File: config.mk
export PLATFORM = sky130hd
export DESIGN_NAME = ucq_scheduler
export DESIGN_NICKNAME = d
export VERILOG_FILES = /design/src/rtl/sat_pkg.sv /design/src/rtl/rr_arbiter.sv /design/src/rtl/ucq_scheduler.sv
export SDC_FILE = /design/constraint.sdc
export NUM_CORES = 1
export LEC_CHECK = 0
export CAP_MARGIN = 20
export CORE_AREA = 2 2 130 132
export DETAILED_ROUTE_END_ITERATION = 8
export DIE_AREA = 0 0 132 134
export PLACE_DENSITY = 0.7
export SLEW_MARGIN = 20
export SYNTH_ARGS = -nofsm -noshare
export SYNTH_HDL_FRONTEND = slang
export SYNTH_SLANG_ARGS = --single-unit
export TNS_END_PERCENT = 1
File: constraint.sdc
create_clock -name clk -period 5.4 [get_ports clk]
set_input_delay 0.54 -clock clk [delete_from_list [all_inputs] [get_ports clk]]
set_output_delay 0.54 -clock clk [all_outputs]
set_load 0.03 [all_outputs]
File: src/rtl/sat_pkg.sv
// Shared SAT-accelerator types: literal encoding and the unit-clause scheduler state set.
`ifndef LIT_IDX_MAX
`define LIT_IDX_MAX 64
`endif

package sat_pkg;

    localparam int LIT_IDX_MAX = `LIT_IDX_MAX;
    localparam int LIT_W       = $clog2(LIT_IDX_MAX) + 1;
    localparam int NUM_ENG     = 4;
    localparam int UCQ_DEPTH   = 16;

    // Sign at MSB; negated literals are stored in two's complement.
    typedef logic signed [LIT_W-1:0] lit_t;

    typedef enum logic [1:0] {
        IDLE,
        ISSUE,
        WAIT,
        CONFLICT
    } sched_state_t;

endpackage

File: src/rtl/rr_arbiter.sv
// Round-robin arbiter: grants the first requester at or after rr_ptr, wrapping modulo N.
module rr_arbiter #(
    parameter int N  = 4,
    parameter int IW = (N > 1) ? $clog2(N) : 1
) (
    input  logic [N-1:0]  req,
    input  logic [IW-1:0] rr_ptr,
    input  logic          enable,
    output logic [N-1:0]  grant,
    output logic [IW-1:0] grant_idx
);

    logic          found;
    logic [IW-1:0] idx;

    always_comb begin
        grant     = '0;
        grant_idx = '0;
        found     = 1'b0;
        idx       = '0;
        for (int i = 0; i < N; i++) begin
            idx = IW'((int'(rr_ptr) + i) % N);
            if (enable && !found && req[idx]) begin
                found      = 1'b1;
                grant[idx] = 1'b1;
                grant_idx  = idx;
            end
        end
    end

endmodule

File: src/rtl/ucq_scheduler.sv
// Unit-clause queue: merges engine implications and the decision literal into one FIFO,
// broadcasts one literal at a time to the clause queues, and flushes on conflict.
module ucq_scheduler
    import sat_pkg::*;
#(
    parameter int NUM_ENG   = sat_pkg::NUM_ENG,
    parameter int UCQ_DEPTH = sat_pkg::UCQ_DEPTH
) (
    input  logic                         clk,
    input  logic                         rst_n,
    input  lit_t                         dec_lit,
    input  logic                         dec_valid,
    output logic                         dec_ready,
    input  lit_t                         eng2ucq_lit [NUM_ENG],
    input  logic [NUM_ENG-1:0]           eng2ucq_valid,
    output logic [NUM_ENG-1:0]           ucq2eng_ready,
    input  logic [NUM_ENG-1:0]           eng2ucq_done,
    input  logic [NUM_ENG-1:0]           eng2ucq_conflict,
    output lit_t                         ucarb2clq_uc_rqst,
    output logic                         ucarb2clq_uc_rqst_valid,
    output logic                         sched_busy,
    output logic                         sched_conflict,
    output logic [$clog2(UCQ_DEPTH):0]   ucq_count
);

    localparam int PW = $clog2(UCQ_DEPTH);
    localparam int CW = PW + 1;
    localparam int EW = (NUM_ENG > 1) ? $clog2(NUM_ENG) : 1;

    sched_state_t       state, state_next;
    lit_t               mem [UCQ_DEPTH];
    logic [PW-1:0]      head, tail;
    logic [CW-1:0]      count, count_next;
    logic [EW-1:0]      rr_ptr, grant_idx;
    logic [NUM_ENG-1:0] done_mask, done_mask_next, grant;
    logic               full, arb_en, push_eng, push_dec, push, pop, flush;
    lit_t               push_lit;

    // rst_n is active-high; gating with it keeps the handshakes low while reset is held.
    assign full   = (count == CW'(UCQ_DEPTH));
    assign arb_en = !rst_n && !full && (state != CONFLICT);

    rr_arbiter #(
        .N  (NUM_ENG),
        .IW (EW)
    ) u_rr_arbiter (
        .req       (eng2ucq_valid),
        .rr_ptr    (rr_ptr),
        .enable    (arb_en),
        .grant     (grant),
        .grant_idx (grant_idx)
    );

    assign ucq2eng_ready = grant;
    assign dec_ready     = !rst_n && (state == IDLE) && (count == '0) && !(|eng2ucq_valid);

    assign push_eng = |grant;
    assign push_dec = dec_valid && dec_ready;
    assign push     = push_eng || push_dec;
    assign push_lit = push_dec ? dec_lit : eng2ucq_lit[grant_idx];
    assign pop      = (state == ISSUE);
    assign flush    = (state == CONFLICT);

    always_comb begin
        state_next     = state;
        done_mask_next = done_mask;
        count_next     = count;
        if (push) count_next = count_next + CW'(1);
        if (pop)  count_next = count_next - CW'(1);
        if (flush) count_next = '0;

        case (state)
            IDLE: begin
                if (count != '0) state_next = ISSUE;
            end
            ISSUE: begin
                done_mask_next = '0;
                state_next     = (|eng2ucq_conflict) ? CONFLICT : WAIT;
            end
            WAIT: begin
                done_mask_next = done_mask | eng2ucq_done;
                // Conflict wins over a completion landing in the same cycle.
                if (|eng2ucq_conflict)
                    state_next = CONFLICT;
                else if (&(done_mask | eng2ucq_done))
                    state_next = (count_next != '0) ? ISSUE : IDLE;
            end
            CONFLICT: begin
                done_mask_next = '0;
                state_next     = IDLE;
            end
            default: state_next = IDLE;
        endcase
    end

    always_ff @(posedge clk or posedge rst_n) begin
        if (rst_n) begin
            state     <= IDLE;
            head      <= '0;
            tail      <= '0;
            count     <= '0;
            rr_ptr    <= '0;
            done_mask <= '0;
        end else begin
            state     <= state_next;
            count     <= count_next;
            done_mask <= done_mask_next;
            if (flush) begin
                head <= '0;
                tail <= '0;
            end else begin
                if (push) tail <= tail + PW'(1);
                if (pop)  head <= head + PW'(1);
            end
            if (push_eng)
                rr_ptr <= (grant_idx == EW'(NUM_ENG - 1)) ? '0 : grant_idx + EW'(1);
        end
    end

    always_ff @(posedge clk) begin
        if (push) mem[tail] <= push_lit;
    end

    assign ucarb2clq_uc_rqst       = (state == ISSUE) ? mem[head] : '0;
    assign ucarb2clq_uc_rqst_valid = (state == ISSUE);
    assign sched_conflict          = (state == CONFLICT);
    assign sched_busy              = (state != IDLE) || (count != '0);
    assign ucq_count               = count;

endmodule

==> key figures <==
Cells and area
  – Fin nets: 546
  – Diodes inserted: 0
  – Layout cell share with drive strength beyond 1: 0.1737
  – Fin area: about 7800 um^2
  – Non-Filler Instances: about 720
  – Post-layout util: 0.4814
  – Area growth, synth to finish: 23.10%

Synth
  – Number of synthesized flops with an enable pin: 112
  – Synth area leader: edfxtp_1
  – Top cells by count, synth: edfxtp_1 (112), mux4_2 (39), mux2i_1 (23)
  – Register area share after synthesis: 0.6105
  – Mapped Avg Cell Area: about 15 um^2
  – Synth top area share: 0.5280
  – Synthesized area: between 6000 and 7000 um^2
  – Cells after synthesis: 412
  – Async S/R FF share, synth: 0.1579
  – Most common cell in the netlist: edfxtp_1
  – Synth Net Count: around 480
  – Main synth FF type: edfxtp_1
  – Yosys cell types: 46
  – Synth Register Bits: about 130
  – Leading post-synthesis cells by cell area: edfxtp_1 (53%), mux4_2 (14%), dfrtp_1 (8.2%)
  – Synthesis Warnings: 0

Setup path
  – Arrival time worst endpoint: approximately 4.9 ns
  – Critical path peak fanout: 14
  – CP required: between 5 and 6 ns
  – R2r setup slk: 0.78 ns
  – WS Path Type: flip-flop to flip-flop
  – Startpoint types: flip-flop
  – Crit path capture type: flip-flop
  – Reg2reg end: ucq_count[2]
  – FF-to-FF path depth: 13

Timing
  – Final setup viols: 0
  – Period utilization: 0.8559
  – Max Freq: approximately 0.22 GHz
  – Setup_tns: 0 ns
  – Slew Limit Fails: 0
  – Setup WS post-layout: around 0.78 ns
  – RSZ-0062 raised after global routing: false
  – Fin Clk Skew: around 0.0077 ns
  – Final min period: approximately 4.6 ns
  – Least-Margin Pin Slew: approximately 0.85 ns
  – Hold slack: between 0.5 and 0.6 ns
  – Final Hold Viols: 0
  – Relative slew slack: 0.4317

Global route
  – Initial antenna violation count: 0
  – Number of global-route vias before repair: 3,914
  – All-Layer GR Usage: 0.1476
  – Largest net degree at the start of global routing: 32
  – Grt total ovfl: 0
  – First-pass GRT wire length: 20.13 mm

Drt
  – Via/cell ratio: 5.199
  – Post-route ant nets: 0
  – DRC viols: 0
  – Routed length per instance: between 15 and 20 um
  – Final WL: 12.31 mm
  – Initial drt markers: 260
  – Detailed-route via count: about 3.7k
  – Total iterations of the first detailed-routing run: 4

Clock network
  – Post-CTS setup buffers: 0
  – Worst-Skew Late Latency: 0.41 ns
  – TritonCTS Buffers: 17
  – TritonCTS clock tree: done
  – H-Tree Depth: 4
  – Clock transition at the registers of the reported paths: 0.06 ns
  – Cts repair resizes: 0
  – Longest Clk Path Bufs: 2
  – Hold-fix buffers at CTS: 0
  – CTS root buffer: clkbuf_16
  – Clk sink count: about 130

Power and ir drop
  – Net Switching: between 1 and 1.5 mW
  – Total Power: 4.288 mW
  – Leakage: 2.687 nW
  – PD cells: roughly 550 nW/um^2
  – Seq pwr share: 0.370
  – Sw Ratio: 0.3450
  – Int Power: 2.808 mW
  – Max IR drop VDD: around 0.00024 V
  – Clock power frac: 0.252
  – Logic pwr share: 0.379

Die
  – I/O pin cnt: 70
  – Die width: roughly 130 um
  – Initial Util: 0.3910
  – Core Rows: between 40 and 50
  – Die ar.: roughly 18,000 um^2
  – Die Ht: ~130 um
  – Core area: between 15,000 and 20,000 um^2

Run status
  – Status: completed

Place
  – Placed Instances: between 600 and 700
  – Port bufs: 69
  – Pre-CTS WS: ~0.75 ns
  – RePlAce Congestion: 0.7951
  – Dpl hpwl: 8.617 mm
  – Placed Instance Area: 7274 um^2

Job
  – Max-Cap Viols: 0

Hold path
  – Hold path endpoint: done_mask[3]
  – HP Start: done_mask[3]
  – Hold crit path type: flip-flop to flip-flop
  – Hold Path Depth: 2
[per-layer routing]
layer / vias to the layer above / wire length [um] / GRT usage / share of wire
li1: 1757 / - / - / -
met1: 1852 / 5429 / 0.1823 / 0.44
met2: 94 / 6190 / 0.2535 / 0.50
met3: 14 / 504 / 0.03364 / 0.041
met4: 0 / 180 / 0.05737 / 0.015
met5: - / 0 / 0 / 0
[cell type report]
| cell class | count | area [um^2] |
|---|---|---|
| fill | 1372 | 8448 |
| sequential | 133 | 3892 |
| multi-input combinational | 241 | 2325 |
| timing repair buffer | 74 | 728.2 |
| clock buffer | 18 | 429.2 |
| tap | 220 | 275.3 |
| clock inverter | 14 | 135.1 |
| inverter | 15 | 56.30 |
[sequential cells by signal, summed over array words and instances (netlist names), named ones only]
name	cells
head	4
rr_ptr	1
ucq_count	5
mem	112
done_mask	4
tail	4
state	2
[worst max-delay path, cell delays in order, from the launching register on]
cell and delay, ns:
dfrtp_1 0.67, inv_1 0.18, ha_1 0.44, mux4_2 0.53, nor2b_1 0.15, and3_1 0.24, a221o_1 0.37, nor4_4 0.50
nand2_1 0.39, xnor2_1 0.33, ha_1 0.26, nand2_1 0.07, mux2_2 0.28, o22ai_1 0.12
[power groups by stage]
stage                     Clock (mW)  Sequential [mW]  Combinational (mW)
after global routing            1.14             1.62                1.78
after floorplan                    0             1.49                1.29
after CTS                       1.10             1.59                1.64
final                           1.08             1.58                1.62
after detailed placement           0             1.61                1.63
after global placement             0             1.60                1.57
[how the worst max path moves through the flow]
stage,startpoint,endpoint,depth (start not counted),slack (ns)
floorplan,rr_ptr[1],ucq_count[1],14,1.27
global placement,flip-flop,ucq_count[2],13,1.06
detailed placement,flip-flop,ucq_count[2],13,0.75
CTS,flip-flop,ucq_count[2],13,0.74
global route,flip-flop,ucq_count[2],13,0.36
finish,flip-flop,ucq_count[2],13,0.78
[cell families (layout without fill, tap and decap cells)]
kind of cell / count (synthesis) / after routing / synth area share
compound gates: 51 / 51 / 0.05363
xor+xnor: 11 / 11 / 0.01512
fa+ha+maj: 15 / 15 / 0.02907
buf+inv: 38 / 121 / 0.02455
flops: 133 / 133 / 0.6105
mux: 72 / 72 / 0.1923
simple gates: 92 / 92 / 0.07484
[cells in the final DEF, fill, tap and decap left out, types with 11 or more instances in the layout]
cell type        Yosys  routed
a21oi_1             16      16
and2_1              12      12
clkbuf_16            0      17
clkdlybuf4s50_1      0      69
dfrtp_1             21      20
edfxtp_1           112     112
ha_1                14      14
inv_1               15      15
mux2i_1             23      23
mux4_2              39      39
nand2_1             22      22
nor2_1              20      20
o21ai_0             11      11
(Power assumes the default switching activity.)
==> edit: new RTL, same settings <==
Reset style: synchronous (`rst_n`), changed in one clocked block.
--- a/src/rtl/ucq_scheduler.sv
+++ b/src/rtl/ucq_scheduler.sv
@@ -94,5 +94,5 @@
     end
 
-    always_ff @(posedge clk or posedge rst_n) begin
+    always_ff @(posedge clk) begin
         if (rst_n) begin
             state     <= IDLE;
Function: differs if rst_n is asserted again (counterexample within 4 cycles, from zero or initial values and one cycle with rst_n high); with rst_n held inactive, the same outputs for 4 cycles.
==> edit against the original RTL <==
Final cell count rose by 6.2%. Total power rose by 1.7%. Critical path depth rose by 4. Cell area rose by 3.3%. Synthesized cell count rose by 9.0%. Wire length rose by 8.6%. Utilization rose by 1.6 points. Sequential cell count rose by 4. Synthesized area rose by 2.4%. Worst setup slack got worse by 0.16 ns. Largest cell class unchanged. Highest routed layer unchanged.
==> edit: results (changes against the original RTL) <==
* Result of the run: finished, final reports clean
* Global routing met1 resource utilization: 20.0% (+1.8 points)
- The met3 global-route usage was 4.42% (+1.1 points).
- Met2 routing resource usage after global routing: 27.7% (+2.3 points)
- Final wirelength: 13400 um (+8.6%)
- The detailed route wirelength on metal3 is 674 um (+34%).
- Largest net degree at the start of global routing: 29 (-9.4%)
- Total number of vias: 3982 (+7.1%)
* Most frequent cells after synthesis: sky130_fd_sc_hd__edfxtp_1 (112), sky130_fd_sc_hd__mux4_2 (36), sky130_fd_sc_hd__nor2_1 (30)
- The share of synthesized area occupied by flip-flops and latches is 59.2% (-1.8 points).
- The post-route worst hold slack is 0.508 ns (+0.00368 ns).
- Worst-path maximum fanout: 12 (-2)
* Clock skew: 0.0114 ns (+0.00368 ns)
- The arithmetic-cell share of the synthesized area counting full adders, half adders and majority gates is 2.49% (-0.41 points).
* Post-Place Cells: 728 (+6.6%)
* Critical register-to-register path endpoint: state[0]
- Worst Path Arrival: 5.07 ns (+0.13 ns)
* Combined global-route utilization of all metal layers: 16.2% (+1.4 points)
- The non-clock buffer total of the final layout came to 85 (+15%).
- CP max stage delay: 0.52 ns (-0.15 ns)
- After synthesis, the cell types taking the most area are sky130_fd_sc_hd__edfxtp_1 (52%), sky130_fd_sc_hd__mux4_2 (12%), sky130_fd_sc_hd__dfxtp_1 (7.7%).
* Proportion of register bits with asynchronous set or reset after synthesis: 0% (-16 points)
- Final core utilization: 49.7% (+1.6 points)
* Multi-input gate area in the final layout: 0.00250 mm^2 (+7.6%)
* Endpoint, Worst Hold: head[1]
- Switching fraction of total power: 33.0% (-1.5 points)
- The leakage dissipation came to 2.74 nW (+2.1%).
- The total chip power is 4.36 mW (+1.7%).
* Highest achievable clock rate: 209 MHz (-3.3%)
- Hold wc startpoint: head[1]
- GP Congestion: 0.879 (+11%)
- Number of unique standard cell types used by synthesis: 54 (+17%)
- Met2 wire length: 6700 um (+8.3%)
- Wire length of the first global-routing pass: 22100 um (+10%)
- Iteration-0 DRC Markers: 308 (+18%)
- The compound-cell area share of the yosys netlist is 5.94% (+0.58 points).
- The share of cells above drive strength 1 is 18.7% (+1.4 points).
- Broken down by cell family, the worst path's largest delay share belongs to compound AO/OA/AOI/OAI gates.
- Post-layout nets: 590 (+8.1%)
- The number of storage elements in the synthesis netlist came to 137 (+3.0%).
- Count of filler cells inserted in the layout: 1360 (-0.87%)
* Register-to-Register Path Depth: 17 (+4)
- Post-DP HPWL: 9430 um (+9.5%)
- Sequential Power: 1.53 mW (-3%)
edit: worst reg2reg max path: stages (launching register included):
cell and delay (ns):
sky130_fd_sc_hd__dfxtp_1 0.52, sky130_fd_sc_hd__inv_1 0.17, sky130_fd_sc_hd__ha_1 0.48, sky130_fd_sc_hd__mux4_2 0.47, sky130_fd_sc_hd__a221oi_1 0.23, sky130_fd_sc_hd__o21ai_0 0.13
sky130_fd_sc_hd__a32o_1 0.29, sky130_fd_sc_hd__nor4_4 0.27, sky130_fd_sc_hd__buf_4 0.20, sky130_fd_sc_hd__and2_1 0.30, sky130_fd_sc_hd__a21oi_1 0.20, sky130_fd_sc_hd__ha_1 0.24
sky130_fd_sc_hd__nand2_1 0.08, sky130_fd_sc_hd__xor2_1 0.26, sky130_fd_sc_hd__xnor2_1 0.15, sky130_fd_sc_hd__a31oi_1 0.10, sky130_fd_sc_hd__a2111oi_0 0.45, sky130_fd_sc_hd__o22ai_1 0.12
